File: src/rtl/muldiv_unit_if.sv
// Request/response bundle between the Execute stage and the
// iterative RV32M multiply/divide unit.
interface muldiv_unit_if #(
  parameter int DATA_WIDTH = 32
);
  logic                  start_i;
  logic                  flush_i;
  logic [2:0]            op_i;
  logic [DATA_WIDTH-1:0] a_i;
  logic [DATA_WIDTH-1:0] b_i;
  logic                  busy_o;
  logic                  done_o;
  logic [DATA_WIDTH-1:0] result_o;

  modport master (
    output start_i,
    output flush_i,
    output op_i,
    output a_i,
    output b_i,
    input  busy_o,
    input  done_o,
    input  result_o
  );

  modport slave (
    input  start_i,
    input  flush_i,
    input  op_i,
    input  a_i,
    input  b_i,
    output busy_o,
    output done_o,
    output result_o
  );
endinterface

File: src/rtl/muldiv_unit.sv
// Iterative RV32M multiply/divide unit: one bit per cycle over a
// shared shift/add-subtract datapath, all eight M-extension ops.
module muldiv_unit #(
  parameter int DATA_WIDTH = 32
) (
  input  logic          clk_i,
  input  logic          rst_i,
  muldiv_unit_if.slave  bus
);

  localparam int W = DATA_WIDTH;
  localparam int CNT_WIDTH = $clog2(W) + 1;
  localparam logic [W-1:0] MinVal = {1'b1, {(W-1){1'b0}}};

  typedef enum logic [1:0] {
    IDLE,
    PREP,
    CALC,
    DONE
  } state_t;

  state_t state;
  state_t stateNext;

  logic [2:0]           opQ;
  logic [W-1:0]         aQ;
  logic [W-1:0]         bQ;
  logic [W-1:0]         accHi;
  logic [W-1:0]         accLo;
  logic [W-1:0]         addend;
  logic [CNT_WIDTH-1:0] cnt;
  logic                 negQ;
  logic [W-1:0]         resultQ;

  logic         isDiv;
  logic         aSigned;
  logic         bSigned;
  logic         aNeg;
  logic         bNeg;
  logic [W-1:0] aMag;
  logic [W-1:0] bMag;
  logic         divZero;
  logic         overflow;
  logic         bypass;
  logic         negRes;
  logic [W-1:0] bypassRes;

  logic [W:0]     sum;
  logic [W:0]     hiSel;
  logic [W:0]     shifted;
  logic [W+1:0]   diff;
  logic [W-1:0]   hiN;
  logic [W-1:0]   loN;
  logic [2*W-1:0] prod;
  logic [2*W-1:0] prodS;
  logic [W-1:0]   quo;
  logic [W-1:0]   rem;
  logic [W-1:0]   finalRes;
  logic           lastIter;

  // Operand decode from the latched funct3
  always_comb begin
    isDiv    = opQ[2];
    aSigned  = isDiv ? ~opQ[0] : (opQ[1:0] != 2'b11);
    bSigned  = isDiv ? ~opQ[0] : ~opQ[1];
    aNeg     = aSigned & aQ[W-1];
    bNeg     = bSigned & bQ[W-1];
    aMag     = aNeg ? ('0 - aQ) : aQ;
    bMag     = bNeg ? ('0 - bQ) : bQ;
    divZero  = isDiv & (bQ == '0);
    overflow = isDiv & ~opQ[0] & (aQ == MinVal) & (&bQ);
    bypass   = divZero | overflow;
    negRes   = (isDiv & opQ[1]) ? aNeg : (aNeg ^ bNeg);
    bypassRes = '0;
    unique case (1'b1)
      divZero & ~opQ[1]:  bypassRes = '1;
      divZero & opQ[1]:   bypassRes = aQ;
      overflow & ~opQ[1]: bypassRes = MinVal;
      default:            bypassRes = '0;
    endcase
  end

  // One iteration: shift-add for multiply, restoring step for divide
  always_comb begin
    sum     = {1'b0, accHi} + {1'b0, addend};
    hiSel   = accLo[0] ? sum : {1'b0, accHi};
    shifted = {accHi, accLo[W-1]};
    diff    = {1'b0, shifted} - {2'b00, addend};
    hiN     = hiSel[W:1];
    loN     = {hiSel[0], accLo[W-1:1]};
    if (isDiv) begin
      if (!diff[W+1]) begin
        hiN = diff[W-1:0];
        loN = {accLo[W-2:0], 1'b1};
      end else begin
        hiN = shifted[W-1:0];
        loN = {accLo[W-2:0], 1'b0};
      end
    end
  end

  always_comb begin
    prod     = {hiN, loN};
    prodS    = negQ ? ('0 - prod) : prod;
    quo      = negQ ? ('0 - loN) : loN;
    rem      = negQ ? ('0 - hiN) : hiN;
    finalRes = '0;
    unique case (1'b1)
      ~isDiv & (opQ[1:0] == 2'b00): finalRes = prodS[W-1:0];
      ~isDiv & (opQ[1:0] != 2'b00): finalRes = prodS[2*W-1:W];
      isDiv & ~opQ[1]:              finalRes = quo;
      default:                      finalRes = rem;
    endcase
  end

  assign lastIter = (cnt == CNT_WIDTH'(1));

  always_ff @(posedge clk_i) begin
    if (rst_i) state <= IDLE;
    else       state <= stateNext;
  end

  always_comb begin
    stateNext = state;
    unique case (state)
      IDLE: begin
        if (bus.start_i && !bus.flush_i) stateNext = PREP;
      end
      PREP: begin
        if (bus.flush_i)  stateNext = IDLE;
        else if (bypass)  stateNext = DONE;
        else              stateNext = CALC;
      end
      CALC: begin
        if (bus.flush_i)   stateNext = IDLE;
        else if (lastIter) stateNext = DONE;
      end
      DONE:    stateNext = IDLE;
      default: stateNext = IDLE;
    endcase
  end

  always_ff @(posedge clk_i) begin
    if (rst_i) begin
      opQ     <= '0;
      aQ      <= '0;
      bQ      <= '0;
      accHi   <= '0;
      accLo   <= '0;
      addend  <= '0;
      cnt     <= '0;
      negQ    <= 1'b0;
      resultQ <= '0;
    end else begin
      unique case (state)
        IDLE: begin
          if (bus.start_i && !bus.flush_i) begin
            opQ <= bus.op_i;
            aQ  <= bus.a_i;
            bQ  <= bus.b_i;
          end
        end
        PREP: begin
          negQ   <= negRes;
          cnt    <= CNT_WIDTH'(W);
          accHi  <= '0;
          accLo  <= isDiv ? aMag : bMag;
          addend <= isDiv ? bMag : aMag;
          if (!bus.flush_i && bypass) resultQ <= bypassRes;
        end
        CALC: begin
          if (!bus.flush_i) begin
            accHi <= hiN;
            accLo <= loN;
            cnt   <= cnt - CNT_WIDTH'(1);
            if (lastIter) resultQ <= finalRes;
          end
        end
        default: ;
      endcase
    end
  end

  assign bus.busy_o   = (state == PREP) || (state == CALC);
  assign bus.done_o   = (state == DONE);
  assign bus.result_o = resultQ;

endmodule

File: src/flat_wrapper.sv
// flat-port wrapper written by rule: the top's interface ports become plain ports
module muldiv_unit_flat 
#(
  parameter int DATA_WIDTH = 32
)
  (clk_i, rst_i, bus_start_i, bus_flush_i, bus_op_i, bus_a_i, bus_b_i, bus_busy_o, bus_done_o, bus_result_o);
  muldiv_unit_if #(.DATA_WIDTH(DATA_WIDTH)) bus_i ();
  input  logic clk_i;
  input  logic rst_i;
  input wire logic [$bits(bus_i.start_i)-1:0] bus_start_i;
  input wire logic [$bits(bus_i.flush_i)-1:0] bus_flush_i;
  input wire logic [$bits(bus_i.op_i)-1:0] bus_op_i;
  input wire logic [$bits(bus_i.a_i)-1:0] bus_a_i;
  input wire logic [$bits(bus_i.b_i)-1:0] bus_b_i;
  output wire logic [$bits(bus_i.busy_o)-1:0] bus_busy_o;
  output wire logic [$bits(bus_i.done_o)-1:0] bus_done_o;
  output wire logic [$bits(bus_i.result_o)-1:0] bus_result_o;
  assign bus_i.start_i = bus_start_i;
  assign bus_i.flush_i = bus_flush_i;
  assign bus_i.op_i = bus_op_i;
  assign bus_i.a_i = bus_a_i;
  assign bus_i.b_i = bus_b_i;
  assign bus_busy_o = bus_i.busy_o;
  assign bus_done_o = bus_i.done_o;
  assign bus_result_o = bus_i.result_o;
  muldiv_unit #(.DATA_WIDTH(DATA_WIDTH)) u_core (.clk_i(clk_i), .rst_i(rst_i), .bus(bus_i));
endmodule
File: config.mk
export PLATFORM = sky130hd
export DESIGN_NAME = muldiv_unit_flat
export DESIGN_NICKNAME = d
export VERILOG_FILES = /design/src/rtl/muldiv_unit_if.sv /design/src/rtl/muldiv_unit.sv /design/src/flat_wrapper.sv
export SDC_FILE = /design/constraint.sdc
export NUM_CORES = 1
export LEC_CHECK = 0
export CORE_ASPECT_RATIO = 1.1
export CORE_MARGIN = 3
export CORE_UTILIZATION = 61
export DETAILED_ROUTE_END_ITERATION = 10
export PLACE_DENSITY_LB_ADDON = 0.15
export RECOVER_POWER = 100
export REMOVE_ABC_BUFFERS = 1
export SYNTH_ARGS = -nofsm -noshare
export SYNTH_HDL_FRONTEND = slang
export SYNTH_SLANG_ARGS = --single-unit
export TNS_END_PERCENT = 100
File: constraint.sdc
create_clock -name clk_i -period 6.2 [get_ports clk_i]
set_input_delay 0.93 -clock clk_i [delete_from_list [all_inputs] [get_ports clk_i]]
set_output_delay 0.93 -clock clk_i [all_outputs]
set_load 0.005 [all_outputs]
## After elaboration in Yosys (flattened, before gate mapping)

Cells that the tools add are included.

- Bits in registers: 204
- Input port bits: 71
- Output and inout port bits: 34
- Word-level logic and storage cells: 94

- Add/sub/neg operators: 8
- Eq/ne operators: 11
- Multiplexer cells: 33
- Bitwise logic cells: 18
- Reductions and logical operators: 14

Operators with widths:

| kind | number |
|---|---|
| $mux 32 | 14 |
| $pmux 32 s2 | 3 |
| $pmux 32 s3 | 2 |
| $sub 1x32->32 const A | 4 |
| $mux 64 | 1 |
| $sub 1x64->64 const A | 1 |
| $sub 33x32->34 | 1 |
| $add 32x32->33 | 1 |
| $mux 33 | 1 |
| $eq 32x32->1 const B | 1 |
| $logic_not 32->1 | 1 |
| $reduce_and 32->1 | 1 |
| $and 1x1->1 | 13 |
| $pmux 6 s2 | 1 |
| $mux 2 | 4 |
| $pmux 2 s4 | 1 |
| $eq 6x1->1 const B | 1 |
| $mux 6 | 1 |
| $ne 2x1->1 const B | 3 |
| $reduce_and 2->1 | 3 |
| $sub 6x1->6 const B | 1 |
| $mux 1 | 5 |
| $eq 2x2->1 const B | 2 |
| $logic_not 2->1 | 2 |
| other kinds (11) | 16 |

## Longest topological paths before layout

Gate-level depths: netlist (run 1).

- Word-level depth: 9
- Depth in mapped cells: 27
- Mapped depth without buffers: 22

## Worst setup path before layout (run 1)

No wires, ideal clock.

- Path kind: reg-to-reg
- From: reg u_core.opQ[2]
- To: reg u_core.resultQ[30] (netlist: u_core.bus.result_o[30])
- Arrival: 5359 ps
- Required time: 6073 ps
- Slack: 714 ps
- Cell stages (with the launch flop): 24
- Path buffers: 8
- Clock period less this slack: 5486 ps
- Cell sequence: dfxtp_1 clkbuf_1 buf_1 clkbuf_1 clkbuf_1 buf_1 buf_1 clkbuf_1 clkbuf_1 a21oi_1 inv_1 ha_1 o21ai_0 or3_1 nor2_1 nand2_1 nor2_1 nand2_1 o21ai_0 xor2_1 a211oi_1 nand3_1 nor4_1 nor4b_1

- Cells in the longest elaborated chain, start to end: 7
- Elaborated cells between the ends (all ways): 29
- Those cells by class: add/sub (3); eq/ne (1); mux (11); bitwise (12); reduce/logical (2)

Ends and longest elaborated chain:

| what | line | source |
|---|---|---|
| start: declaration | muldiv_unit.sv:25 | `logic [2:0] opQ;` |
| start signal: assignment | muldiv_unit.sv:158 | `opQ <= bus.op_i;` |
| $mux 32 / $and 1x1->1 (equally long branches) | muldiv_unit.sv:91, muldiv_unit.sv:71 |  |
| $sub 1x64->64, or another cell as far along | muldiv_unit.sv:104 | `prodS = negQ ? ('0 - prod) : prod;` |
| $mux 64, or another cell as far along | muldiv_unit.sv:104 |  |
| $pmux 32 s3, or another cell as far along | muldiv_unit.sv:108 | `unique case (1'b1)` |
| $mux 32, or another cell as far along | muldiv_unit.sv:176 | `if (lastIter) resultQ <= finalRes;` |
| $mux 32, or another cell as far along | muldiv_unit.sv:172 | `if (!bus.flush_i) begin` |
| $pmux 32 s2 / $reduce_and 4->1 (equally long branches) | - |  |
| end signal: assignment | muldiv_unit.sv:169 | `if (!bus.flush_i && bypass) resultQ <= bypassRes;` |
| end signal: assignment | muldiv_unit.sv:176 |  |
| end: declaration | muldiv_unit.sv:33 | `logic [W-1:0] resultQ;` |

Several ways; a longest one is shown, not always the timed one. The select of a mux whose other input is x is not followed.
A chain may end at the register's enable or synchronous reset.

## Worst setup path in the final report (run 1)

- From: reg u_core.state[0]
- To: reg u_core.accLo[28]

- Cells in the longest elaborated chain, start to end: 3
- Elaborated cells between the ends (all ways): 6
- Those cells by class: eq/ne (3); mux (1); reduce/logical (2)

Ends and longest elaborated chain:

| what | line | source |
|---|---|---|
| start: declaration | muldiv_unit.sv:22 | `state_t state;` |
| start signal: assignment | muldiv_unit.sv:120 | `else state <= stateNext;` |
| $eq 2x2->1 / $eq 2x1->1 (equally long branches) | muldiv_unit.sv:155 | `unique case (state)` |
| $ne 2x2->1 (no line) / $reduce_bool 2->1 (equally long branches) | - |  |
| $reduce_and 2->1 (no line) | - |  |
| end signal: assignment | muldiv_unit.sv:167 | `accLo <= isDiv ? aMag : bMag;` |
| end signal: assignment | muldiv_unit.sv:174 | `accLo <= loN;` |
| end: declaration | muldiv_unit.sv:29 | `logic [W-1:0] accLo;` |

Several ways; a longest one is shown, not always the timed one.

==> reports/results.txt, run 1 <==
sequential share of power = 0.304
Placed Area = 19,100 um^2
pwr dens = 241 nW/um^2
Max FO, Critical Path = 66
CTS HTree Levels = 1
dpl cells = 2,871
hold buffer count at cts = 0
total iterations of the first detailed-routing run = 9
flop2flop setup slack = 0.12 ns
number of remaining DRC errors = 0
CP max-delay cell = clkbuf_1
register area share after synthesis = 0.228
Fin Hold WS = 0.481 ns
period utilisation layout = 0.980
via count = 20,200
hold path endpoint = u_core.aQ[21]$_SDFFE_PP0P_
Final ANT Viol Nets = 0
dpl hpwl = 49.5 mm
CP Capture Type = flop
min Tclk post-route = 6.08 ns
status = finished with violations
global-route wire length before repair = 102 mm
Max-slew headroom = -0.873
Post-Layout Cell Count = 2,912
ys flop type = dfxtp_1
top layer in use = met5
slowest stage delay, CP = 1.31 ns
worst skew pair latency = 0.53 ns
ratio of cells with drive above 1 in the final layout = 0.0527
fin nets = 2,677
GPL Wtd Cong = 1.05
failing checks = max-capacitance violations, max-slew violations
die width = 169 um
CTS sink count = 204
Port Buffer Count = 104
drt initial violations = 2,486
most frequent cells in the layout = nand2_1, a21oi_1, nor2_1
Avg Vias per Cell = 6.92
P_int = 2940 uW
data arrival time of the critical path = 6.46 ns
Remaining Overflow, GRT = 0
VDD IR max = 0.264 mV
sw frac = 0.389
RSZ-0062 raised after global routing = no
Pleak = 0.00760 uW
R2R Path Start = u_core.state[0]$_SDFFE_PP0P_
Post-CTS Setup Repair Bufs = 0
Buffers & Inverters on Critical Path = 5
Avg Synthesized Cell Area = 7.10 um^2
delay-heaviest family, CP = buffers and inverters
Post-synth EDFFs = 0
core area = 28,800 um^2
Clock Skew = 0.0137 ns
die area = 31,500 um^2
Initial Utilization = 0.622
Mapped Cells = 2,524
Syn. warnings = 0
area delta synth->final = 11.3%
number of buffers created by CTS = 23
Req. time, crit path = 6.58 ns
worst hold start = u_core.aQ[21]$_SDFFE_PP0P_
final setup fails = 0
CTS tree = built
Yosys cell types = 81
worst hold stages = 2
Synth area leaders = dfxtp_1, a21oi_1, nand2_1
CTS clk-pin slew, worst paths = 0.06 ns
post-layout util = 0.692
worst slew pin tran = 2.81 ns
Slew Viols, Final = 235
largest net degree at the start of global routing = 90
clock network fraction of total power = 0.323
most area-hungry cell type in the Yosys netlist = dfxtp_1
fmax = 165 MHz
R2R depth = 10
FF+latch count, synth = 204
post-synthesis async set-or-reset flop share = 0
Yosys top cell area share = 0.228
critical-path cell list = inv_1 > ha_1 > clkbuf_1 > clkinv_1 > nor2_1 > clkbuf_2 > nor2_4 > clkbuf_2 > a221oi_1 > nor2_1
number of hold violations in the final report = 0
P_sw = 1870 uW
Die Y = 186 um
CP Launch Type = flop
combinational share of power = 0.373
routed wl met3 = 7.40 mm
Max Cap Viol = 5
initial antenna violation count = 2
Post-CTS Resized = 0
commonest non-fill, non-tap cell in the layout = nand2_1
Post-Synthesis Cell Area = 17,900 um^2
clk buf depth = 3
Worst Setup Path Type = flop to flop
row cnt = 65
number of global-route vias before repair = 18,700
WL final = 66.6 mm
met2 wire length = 29.7 mm
fin area = 19,900 um^2
DRT met1 WL = 24.4 mm
Reg-to-Reg End = u_core.accLo[28]$_SDFFE_PP0P_
gr usage total = 0.404
IO Pins = 105
CTS root buf = clkbuf_16
Hold WC Path Type = flop to flop
ANT cells = 0
DR WL/cell = 22.9 um
-- per-layer routing --
metal	GRT usage	vias up
met5	0	-
met4	0.264	2
met3	0.0680	311
met2	0.658	1369
met1	0.493	9251
li1	-	9228
-- logic make-up (layout without fill, tap and decap cells) --
logic type | Yosys count | after routing | share of synthesized area
compound gates | 870 | 870 | 0.314
buf+inv | 248 | 268 | 0.0531
simple gates | 884 | 884 | 0.226
mux | 78 | 78 | 0.0447
fa+ha+maj | 78 | 78 | 0.0553
xor+xnor | 162 | 162 | 0.0792
flops | 204 | 204 | 0.228
-- layout make-up --
cell class | count | area, um^2
Timing Repair Buffer | 151 | 1360
Clock buffer | 32 | 669
Sequential cell | 204 | 4090
Multi-Input combinational cell | 2072 | 12900
Tap cell | 368 | 460
Fill cell | 2484 | 8860
Clock inverter | 9 | 170
Inverter | 76 | 285
-- power by group through the flow --
stage | combinational [uW] | sequential (uW) | clock (uW)
after floorplan | 1110 | 1480 | 0
after global placement | 1710 | 1480 | 0
after detailed placement | 1730 | 1490 | 0
after CTS | 1750 | 1460 | 1540
after global routing | 1900 | 1470 | 1590
final | 1790 | 1460 | 1550
-- synthesized netlist by cell type (13+ instances only) --
| library cell | number |
|---|---|
| a211oi_1 | 48 |
| nand4_1 | 18 |
| a21oi_1 | 267 |
| nand2_1 | 321 |
| o21a_1 | 28 |
| a31oi_1 | 37 |
| a21o_1 | 33 |
| o211ai_1 | 43 |
| inv_1 | 74 |
| o41ai_1 | 13 |
| or4_1 | 15 |
| ha_1 | 76 |
| nor2_1 | 258 |
| nand2b_1 | 20 |
| nor4_1 | 22 |
| mux2i_1 | 62 |
| or3_1 | 36 |
| nand3_1 | 38 |
| nor3_1 | 67 |
| a22oi_1 | 33 |
| xor2_1 | 79 |
| buf_2 | 13 |
| buf_1 | 18 |
| xnor2_1 | 83 |
| or2_2 | 16 |
| a221oi_1 | 29 |
| and3_1 | 18 |
| o31ai_1 | 34 |
| dfxtp_1 | 204 |
| and2_1 | 13 |
| o21ai_0 | 180 |
| clkbuf_1 | 140 |
| mux2_2 | 16 |
-- state kept, by name (all words and copies together) (netlist names) --
name / cells
u_core.aQ: 32
u_core.state: 2
u_core.accLo: 32
u_core.cnt: 6
u_core.negQ: 1
u_core.opQ: 3
u_core.addend: 32
u_core.accHi: 32
u_core.bQ: 32
u_core.bus.result_o: 32
-- worst max-delay path by stage --
stage | endpoint | startpoint | slack (ns) | cells after the start
finish | u_core.accLo[28]$_SDFFE_PP0P_ | u_core.state[0]$_SDFFE_PP0P_ | 0.12 | 10
global route | u_core.bus.result_o[29]$_SDFFE_PP0P_ | u_core.addend[4]$_SDFFE_PP0P_ | 0.16 | 16
CTS | u_core.bus.result_o[29]$_SDFFE_PP0P_ | u_core.addend[4]$_SDFFE_PP0P_ | 0.57 | 16
detailed placement | u_core.bus.result_o[29]$_SDFFE_PP0P_ | u_core.addend[4]$_SDFFE_PP0P_ | 0.59 | 16
global placement | u_core.bus.result_o[29]$_SDFFE_PP0P_ | u_core.addend[18]$_SDFFE_PP0P_ | 0.76 | 16
floorplan | u_core.bus.result_o[30]$_SDFFE_PP0P_ | u_core.opQ[2]$_SDFFE_PP0P_ | -3.47 | 9
-- stage by stage --
step	setup TNS, ns	worst slack, ns	power, uW
CTS	0	0.567	4750
detailed placement	0	0.589	3220
global route	0	0.163	4960
global placement	0	0.761	3200
finish	0	0.122	4800
floorplan	-148.81	-3.47	2590
-- worst reg2reg max path: stages, from the launching register on --
cell and delay [ns]:
dfxtp_1 0.34, inv_1 0.11, ha_1 0.15, clkbuf_1 1.31
clkinv_1 1.07, nor2_1 0.43, clkbuf_2 0.87, nor2_4 0.05
clkbuf_2 0.88, a221oi_1 0.66, nor2_1 0.06
No activity file was read; power rests on OpenSTA's default activity.
==> run 2: changes to the inputs <==
--- a/config.mk
+++ b/config.mk
@@ -6,9 +6,10 @@
 export NUM_CORES = 1
 export LEC_CHECK = 0
 export CORE_ASPECT_RATIO = 1.1
-export CORE_MARGIN = 3
+export CORE_MARGIN = 1
 export CORE_UTILIZATION = 61
 export DETAILED_ROUTE_END_ITERATION = 10
+export GPL_TIMING_DRIVEN = 0
 export PLACE_DENSITY_LB_ADDON = 0.15
 export RECOVER_POWER = 100
 export REMOVE_ABC_BUFFERS = 1
==> run 2 against run 1 <==
The flow still finishes with violations (max-capacitance violations, max-slew violations). Maximum frequency down 0.68%. Final cell count down 0.93%. Clock skew up 0.00075 ns. Via count down 3.3%. Clock-buffer cell count up 2. Critical path depth up 5. Utilization about the same. First-iteration DRC count down 17%. Sequential cell count unchanged. Global-route usage up 1.0 points. Worst setup slack worse by 0.042 ns.
==> reports/results.txt, run 2 (synthesis gave the netlist of run 1 again) <==
status = finished with violations
failing checks = max-capacitance violations, max-slew violations
dpl hpwl = 46.8 mm (-5.5%)
Placed Area = 19,100 um^2 (-0.24%)
period utilisation layout = 0.987 (+0.00676)
FILL cells = 2,485 (+0.040%)
total iterations of the first detailed-routing run = 6 (-3)
worst skew pair latency = 0.52 ns (about the same)
flop2flop setup slack = 0.08 ns (-0.04 ns)
CP Capture Type = flop
ratio of cells with drive above 1 in the final layout = 0.0485 (-0.00420)
Post-Layout Cell Count = 2,885 (-0.93%)
number of remaining DRC errors = 0 (unchanged)
Req. time, crit path = 6.59 ns (about the same)
clk buf depth = 3 (unchanged)
Final ANT Viol Nets = 0 (unchanged)
Remaining Overflow, GRT = 0 (unchanged)
Max-slew headroom = -1.41 (-0.533)
commonest non-fill, non-tap cell in the layout = nand2_1
Slew Viols, Final = 167 (-29%)
RSZ-0062 raised after global routing = no
pwr dens = 236 nW/um^2 (-2.2%)
number of buffers created by CTS = 23 (unchanged)
crit path launch = u_core.addend[4]$_SDFFE_PP0P_
Die Y = 182 um (-2.2%)
initial antenna violation count = 0 (-2)
setup TNS = 0 ns (unchanged)
most frequent cells in the layout = nand2_1, a21oi_1, nor2_1
met2 wire length = 28.9 mm (-2.6%)
dpl cells = 2,839 (-1.1%)
number of global-route vias before repair = 18,100 (-3.3%)
Reg-to-Reg End = u_core.bus.result_o[23]$_SDFFE_PP0P_
IO Pins = 105 (unchanged)
P_sw = 1800 uW (-3.7%)
Port Buffer Count = 104 (unchanged)
drt initial violations = 2,052 (-17%)
largest net degree at the start of global routing = 121 (+34%)
Max FO, Critical Path = 20 (-70%)
fin area = 19,900 um^2 (about the same)
combinational share of power = 0.371 (-0.002)
CP Launch Type = flop
VDD IR max = 0.262 mV (-0.56%)
sequential share of power = 0.314 (+0.010)
DR WL/cell = 21.8 um (-4.6%)
CTS HTree Levels = 1 (unchanged)
R2R Path Start = u_core.addend[4]$_SDFFE_PP0P_
Hold WC Path Type = flop to flop
worst slew pin tran = 3.61 ns (+0.800 ns)
sw frac = 0.383 (-0.00615)
DRT met1 WL = 24.7 mm (+1.3%)
CTS clk-pin slew, worst paths = 0.06 ns (about the same)
hold buffer count at cts = 0 (unchanged)
fin nets = 2,651 (-0.97%)
Initial Utilization = 0.622 (unchanged)
min Tclk post-route = 6.12 ns (+0.0419 ns)
die area = 30,000 um^2 (-4.5%)
CTS sink count = 204 (unchanged)
worst setup path end = u_core.bus.result_o[23]$_SDFFE_PP0P_
WL final = 62.9 mm (-5.5%)
final setup fails = 0 (unchanged)
P_int = 2900 uW (-1.2%)
row cnt = 65 (unchanged)
CTS root buf = clkbuf_16
number of hold violations in the final report = 0 (unchanged)
global-route wire length before repair = 97.7 mm (-4.0%)
GPL Wtd Cong = 1.05 (about the same)
CTS tree = built
top layer in use = met4
Worst Setup Path Type = flop to flop
core area = 28,800 um^2 (unchanged)
ANT cells = 0 (unchanged)
data arrival time of the critical path = 6.51 ns (+0.05 ns)
Clock Skew = 0.0145 ns (+0.000755 ns)
clock network fraction of total power = 0.315 (-0.008)
fmax = 163 MHz (-0.68%)
gr usage total = 0.414 (+0.0105)
area delta synth->final = 11.3% (about the same)
die width = 165 um (-2.4%)
routed wl met3 = 6.14 mm (-17%)
Pleak = 0.00753 uW (-0.93%)
R2R depth = 15 (+5)
via count = 19,500 (-3.3%)
Max Cap Viol = 5 (unchanged)
Avg Vias per Cell = 6.76 (-2.4%)
run 2: final cells by class:
cell class,count,area [um^2],share of cell area
timing repair buffer,124,1360,0.0682
clock inverter,6,111,0.00559
clock buffer,34,698,0.0350
multi-input combinational,2073,12900,0.649
sequential,204,4090,0.205
inverter,76,285,0.0143
tap,368,460,0.0231
run 2: timing repair:
item | CTS | global route
gates cloned | 1 | 0
gates resized for setup | 1 | 4
endpoints found under the hold margin | 0 | 0
buffers inserted | 1 | 4
setup endpoints to repair | 16 | 11
pin swaps | 1 | 1
run 2: how the worst min path moves through the flow:
stage / startpoint / endpoint / slack (ns) / cells past startpoint
after floorplan: u_core.aQ[21]$_SDFFE_PP0P_ / u_core.aQ[21]$_SDFFE_PP0P_ / 0.43 / 2
after global placement: u_core.aQ[21]$_SDFFE_PP0P_ / u_core.aQ[21]$_SDFFE_PP0P_ / 0.45 / 2
after detailed placement: u_core.aQ[21]$_SDFFE_PP0P_ / u_core.aQ[21]$_SDFFE_PP0P_ / 0.46 / 2
after CTS: u_core.aQ[21]$_SDFFE_PP0P_ / u_core.aQ[21]$_SDFFE_PP0P_ / 0.47 / 2
after global routing: u_core.aQ[25]$_SDFFE_PP0P_ / u_core.aQ[25]$_SDFFE_PP0P_ / 0.49 / 2
final: u_core.aQ[25]$_SDFFE_PP0P_ / u_core.aQ[25]$_SDFFE_PP0P_ / 0.47 / 2
run 2: power groups by stage:
stage | Sequential, uW | Clock (uW) | Combinational (uW)
global placement | 1520 | 0 | 1580
CTS | 1470 | 1480 | 1670
global route | 1480 | 1540 | 1860
floorplan | 1480 | 0 | 1110
detailed placement | 1500 | 0 | 1640
finish | 1470 | 1480 | 1740
run 2: layer usage:
layer / global-route usage / vias to the layer above
met1: 0.526 / 9041
met4: 0.202 / 0
li1: - / 9193
met5: 0 / -
met3: 0.0601 / 183
met2: 0.680 / 1076
run 2: critical path, cell delays in order (launching register included):
cell and delay (ns):
dfxtp_1 0.36, inv_1 0.06, ha_1 0.36, and2_0 0.21, a311o_1 0.40, o211a_1 0.37, o31ai_4 0.72, nand2_2 0.54
a311oi_1 1.15, nand4bb_1 0.42, o31ai_1 0.22, o21ai_0 0.38, nor2_1 0.14, xor2_1 0.18, o211ai_1 0.34, a31oi_1 0.14
run 2: per-stage QoR:
step	power, uW	hold WS, ns	setup WS [ns]	util
after floorplan	2590	0.430	-3.47	-
after global placement	3100	0.446	-8.28	0.651
after detailed placement	3130	0.461	-0.289	0.663
after CTS	4620	0.469	0.0529	0.692
after global routing	4880	0.494	0.0207	0.692
final	4700	0.466	0.0803	0.692
==> run 3: changes to the inputs <==
--- a/config.mk
+++ b/config.mk
@@ -10,9 +10,10 @@
 export CORE_UTILIZATION = 61
 export DETAILED_ROUTE_END_ITERATION = 10
 export GPL_TIMING_DRIVEN = 0
-export PLACE_DENSITY_LB_ADDON = 0.15
+export PLACE_DENSITY = 0.83
 export RECOVER_POWER = 100
 export REMOVE_ABC_BUFFERS = 1
+export SLEW_MARGIN = 40
 export SYNTH_ARGS = -nofsm -noshare
 export SYNTH_HDL_FRONTEND = slang
 export SYNTH_SLANG_ARGS = --single-unit
==> run 3 against run 2 <==
The run still ends with max-capacitance violations, max-slew violations left. Utilization barely moved. Via count up 2.5%. Clock power down 7%. Largest cell class unchanged. Register-to-register slack improved by 0.12 ns. Sequential cell count unchanged. Critical path depth grew 1. Sequential power hardly changed. Highest routed layer unchanged. Wire length rose by 1.8%.
==> reports/results.txt, run 3 (synthesis gave the netlist of run 1 again) <==
Final ANT Viol Nets = 0 (unchanged)
flop2flop setup slack = 0.20 ns (+0.12 ns)
commonest non-fill, non-tap cell in the layout = nand2_1
Clock Skew = 0.0139 ns (-0.000603 ns)
period utilisation layout = 0.968 (-0.0195)
Buffers & Inverters on Critical Path = 2 (+1)
Hold WC Path Type = flop to flop
VDD IR max = 0.235 mV (-11%)
Fin Hold WS = 0.469 ns (+0.00273 ns)
die area = 30,000 um^2 (unchanged)
largest net degree at the start of global routing = 96 (-21%)
CTS sink count = 204 (unchanged)
Pleak = 0.00753 uW (-0.11%)
final setup fails = 0 (unchanged)
DR WL/cell = 22.2 um (+1.8%)
ANT cells = 0 (unchanged)
core area = 28,800 um^2 (unchanged)
Initial Utilization = 0.622 (unchanged)
fmax = 167 MHz (+2.0%)
Worst Setup Path Type = flop to flop
Req. time, crit path = 6.57 ns (-0.02 ns)
Slew Viols, Final = 72 (-57%)
RSZ-0062 raised after global routing = no
CTS root buf = clkbuf_16
Max-slew headroom = -1.40 (+0.00269)
worst slew pin tran = 3.61 ns (-0.00402 ns)
CTS tree = built
total iterations of the first detailed-routing run = 7 (+1)
clk buf depth = 3 (unchanged)
number of hold violations in the final report = 0 (unchanged)
pwr dens = 231 nW/um^2 (-2.2%)
R2R depth = 16 (+1)
Die Y = 182 um (unchanged)
worst hold stages = 2 (unchanged)
initial antenna violation count = 0 (unchanged)
Post-Layout Cell Count = 2,885 (unchanged)
ratio of cells with drive above 1 in the final layout = 0.0524 (+0.00397)
number of global-route vias before repair = 18,300 (+0.82%)
failing checks = max-capacitance violations, max-slew violations
data arrival time of the critical path = 6.37 ns (-0.14 ns)
global-route wire length before repair = 99.0 mm (+1.3%)
CP Capture Type = flop
Crit. path cell count = 16 (+1)
WL final = 64.1 mm (+1.8%)
hold path endpoint = u_core.aQ[25]$_SDFFE_PP0P_
Max FO, Critical Path = 20 (unchanged)
CTS HTree Levels = 1 (unchanged)
CP Launch Type = flop
drt initial violations = 2,068 (+0.78%)
GPL Wtd Cong = 1.07 (+2.3%)
CTS clk-pin slew, worst paths = 0.06 ns (about the same)
Port Buffer Count = 104 (unchanged)
Remaining Overflow, GRT = 0 (unchanged)
dpl hpwl = 47.5 mm (+1.4%)
delay-heaviest family, CP = compound AO/OA/AOI/OAI gates
critical-path cell list = inv_1 > ha_1 > a21oi_1 > o21ai_0 > a22o_1 > o31ai_4 > buf_4 > nand2_2 > a311oi_1 > nand4bb_1 > o31ai_1 > o21ai_1 > nor2_1 > xor2_1 > o211ai_1 > a31oi_1
number of buffers created by CTS = 23 (unchanged)
worst skew pair latency = 0.52 ns (about the same)
Max Cap Viol = 1 (-4)
worst hold start = u_core.aQ[25]$_SDFFE_PP0P_
min Tclk post-route = 6.00 ns (-0.121 ns)
slowest stage delay, CP = 1.17 ns (+0.02 ns)
area delta synth->final = 11.3% (about the same)
dpl cells = 2,844 (+0.18%)
most frequent cells in the layout = nand2_1, a21oi_1, nor2_1
R2R Path Start = u_core.addend[10]$_SDFFE_PP0P_
number of remaining DRC errors = 0 (unchanged)
fin nets = 2,652 (+0.038%)
IO Pins = 105 (unchanged)
row cnt = 65 (unchanged)
die width = 165 um (unchanged)
via count = 20,000 (+2.5%)
gr usage total = 0.417 (+0.00351)
Reg-to-Reg End = u_core.bus.result_o[23]$_SDFFE_PP0P_
CP max-delay cell = a311oi_1
status = finished with violations
Avg Vias per Cell = 6.92 (+2.5%)
[run 3: final cells by class]
cell class                 count  area (um^2)
clock buffer                  34          687
fill                        2477         8860
clock inverter                 5         52.6
multi-input combinational   2073        13000
tap                          368          460
sequential                   204         4100
inverter                      76          290
timing repair buffer         125         1360
[run 3: power breakdown]
part           switching, uW  leakage (uW)  internal, uW
clock network            564      0.000364           801
registers               99.3       0.00166          1380
logic                   1140       0.00550           616
[run 3: worst min-delay path: stages (launching register included)]
cell and delay (ns):
dfxtp_1 0.31, nand2_1 0.05, a21oi_1 0.05
[run 3: stage by stage]
step / power, uW / utilization / setup slack (ns) / TNS [ns] / cell area, um^2
floorplan: 2590 / - / -3.47 / -148.81 / 17200
global placement: 3110 / 0.651 / -8.37 / -617.37 / 18700
detailed placement: 3170 / 0.669 / -0.182 / -0.355 / 19300
CTS: 4540 / 0.695 / 0.179 / 0 / 20000
global route: 4760 / 0.692 / 0.0320 / 0 / 19900
finish: 4600 / 0.692 / 0.201 / 0 / 19900
[run 3: how the worst max path moves through the flow]
stage / startpoint / to / slack (ns)
floorplan: u_core.opQ[2]$_SDFFE_PP0P_ / u_core.bus.result_o[30]$_SDFFE_PP0P_ / -3.47
global placement: u_core.opQ[2]$_SDFFE_PP0P_ / u_core.bus.result_o[30]$_SDFFE_PP0P_ / -8.37
detailed placement: u_core.addend[4]$_SDFFE_PP0P_ / u_core.bus.result_o[30]$_SDFFE_PP0P_ / -0.18
CTS: u_core.addend[18]$_SDFFE_PP0P_ / u_core.bus.result_o[24]$_SDFFE_PP0P_ / 0.18
global route: u_core.addend[11]$_SDFFE_PP0P_ / u_core.bus.result_o[26]$_SDFFE_PP0P_ / 0.03
finish: u_core.addend[10]$_SDFFE_PP0P_ / u_core.bus.result_o[23]$_SDFFE_PP0P_ / 0.20
[run 3: routing by layer]
layer  vias up  GRT usage  wire length (um)
li1       9207          -                 -
met1      9311      0.538             25200
met2      1241      0.681             29400
met3       212     0.0448              5950
met4         0      0.220              3580
met5         -          0                 0
[run 3: timing repair]
item,4_1_cts,5_1_grt
endpoints found under the setup margin,5,7
hold buffers,0,0
cloned,1,0
buffers inserted,1,0
gates resized for setup,0,4
endpoints found under the hold margin,0,0
pin swaps,1,0
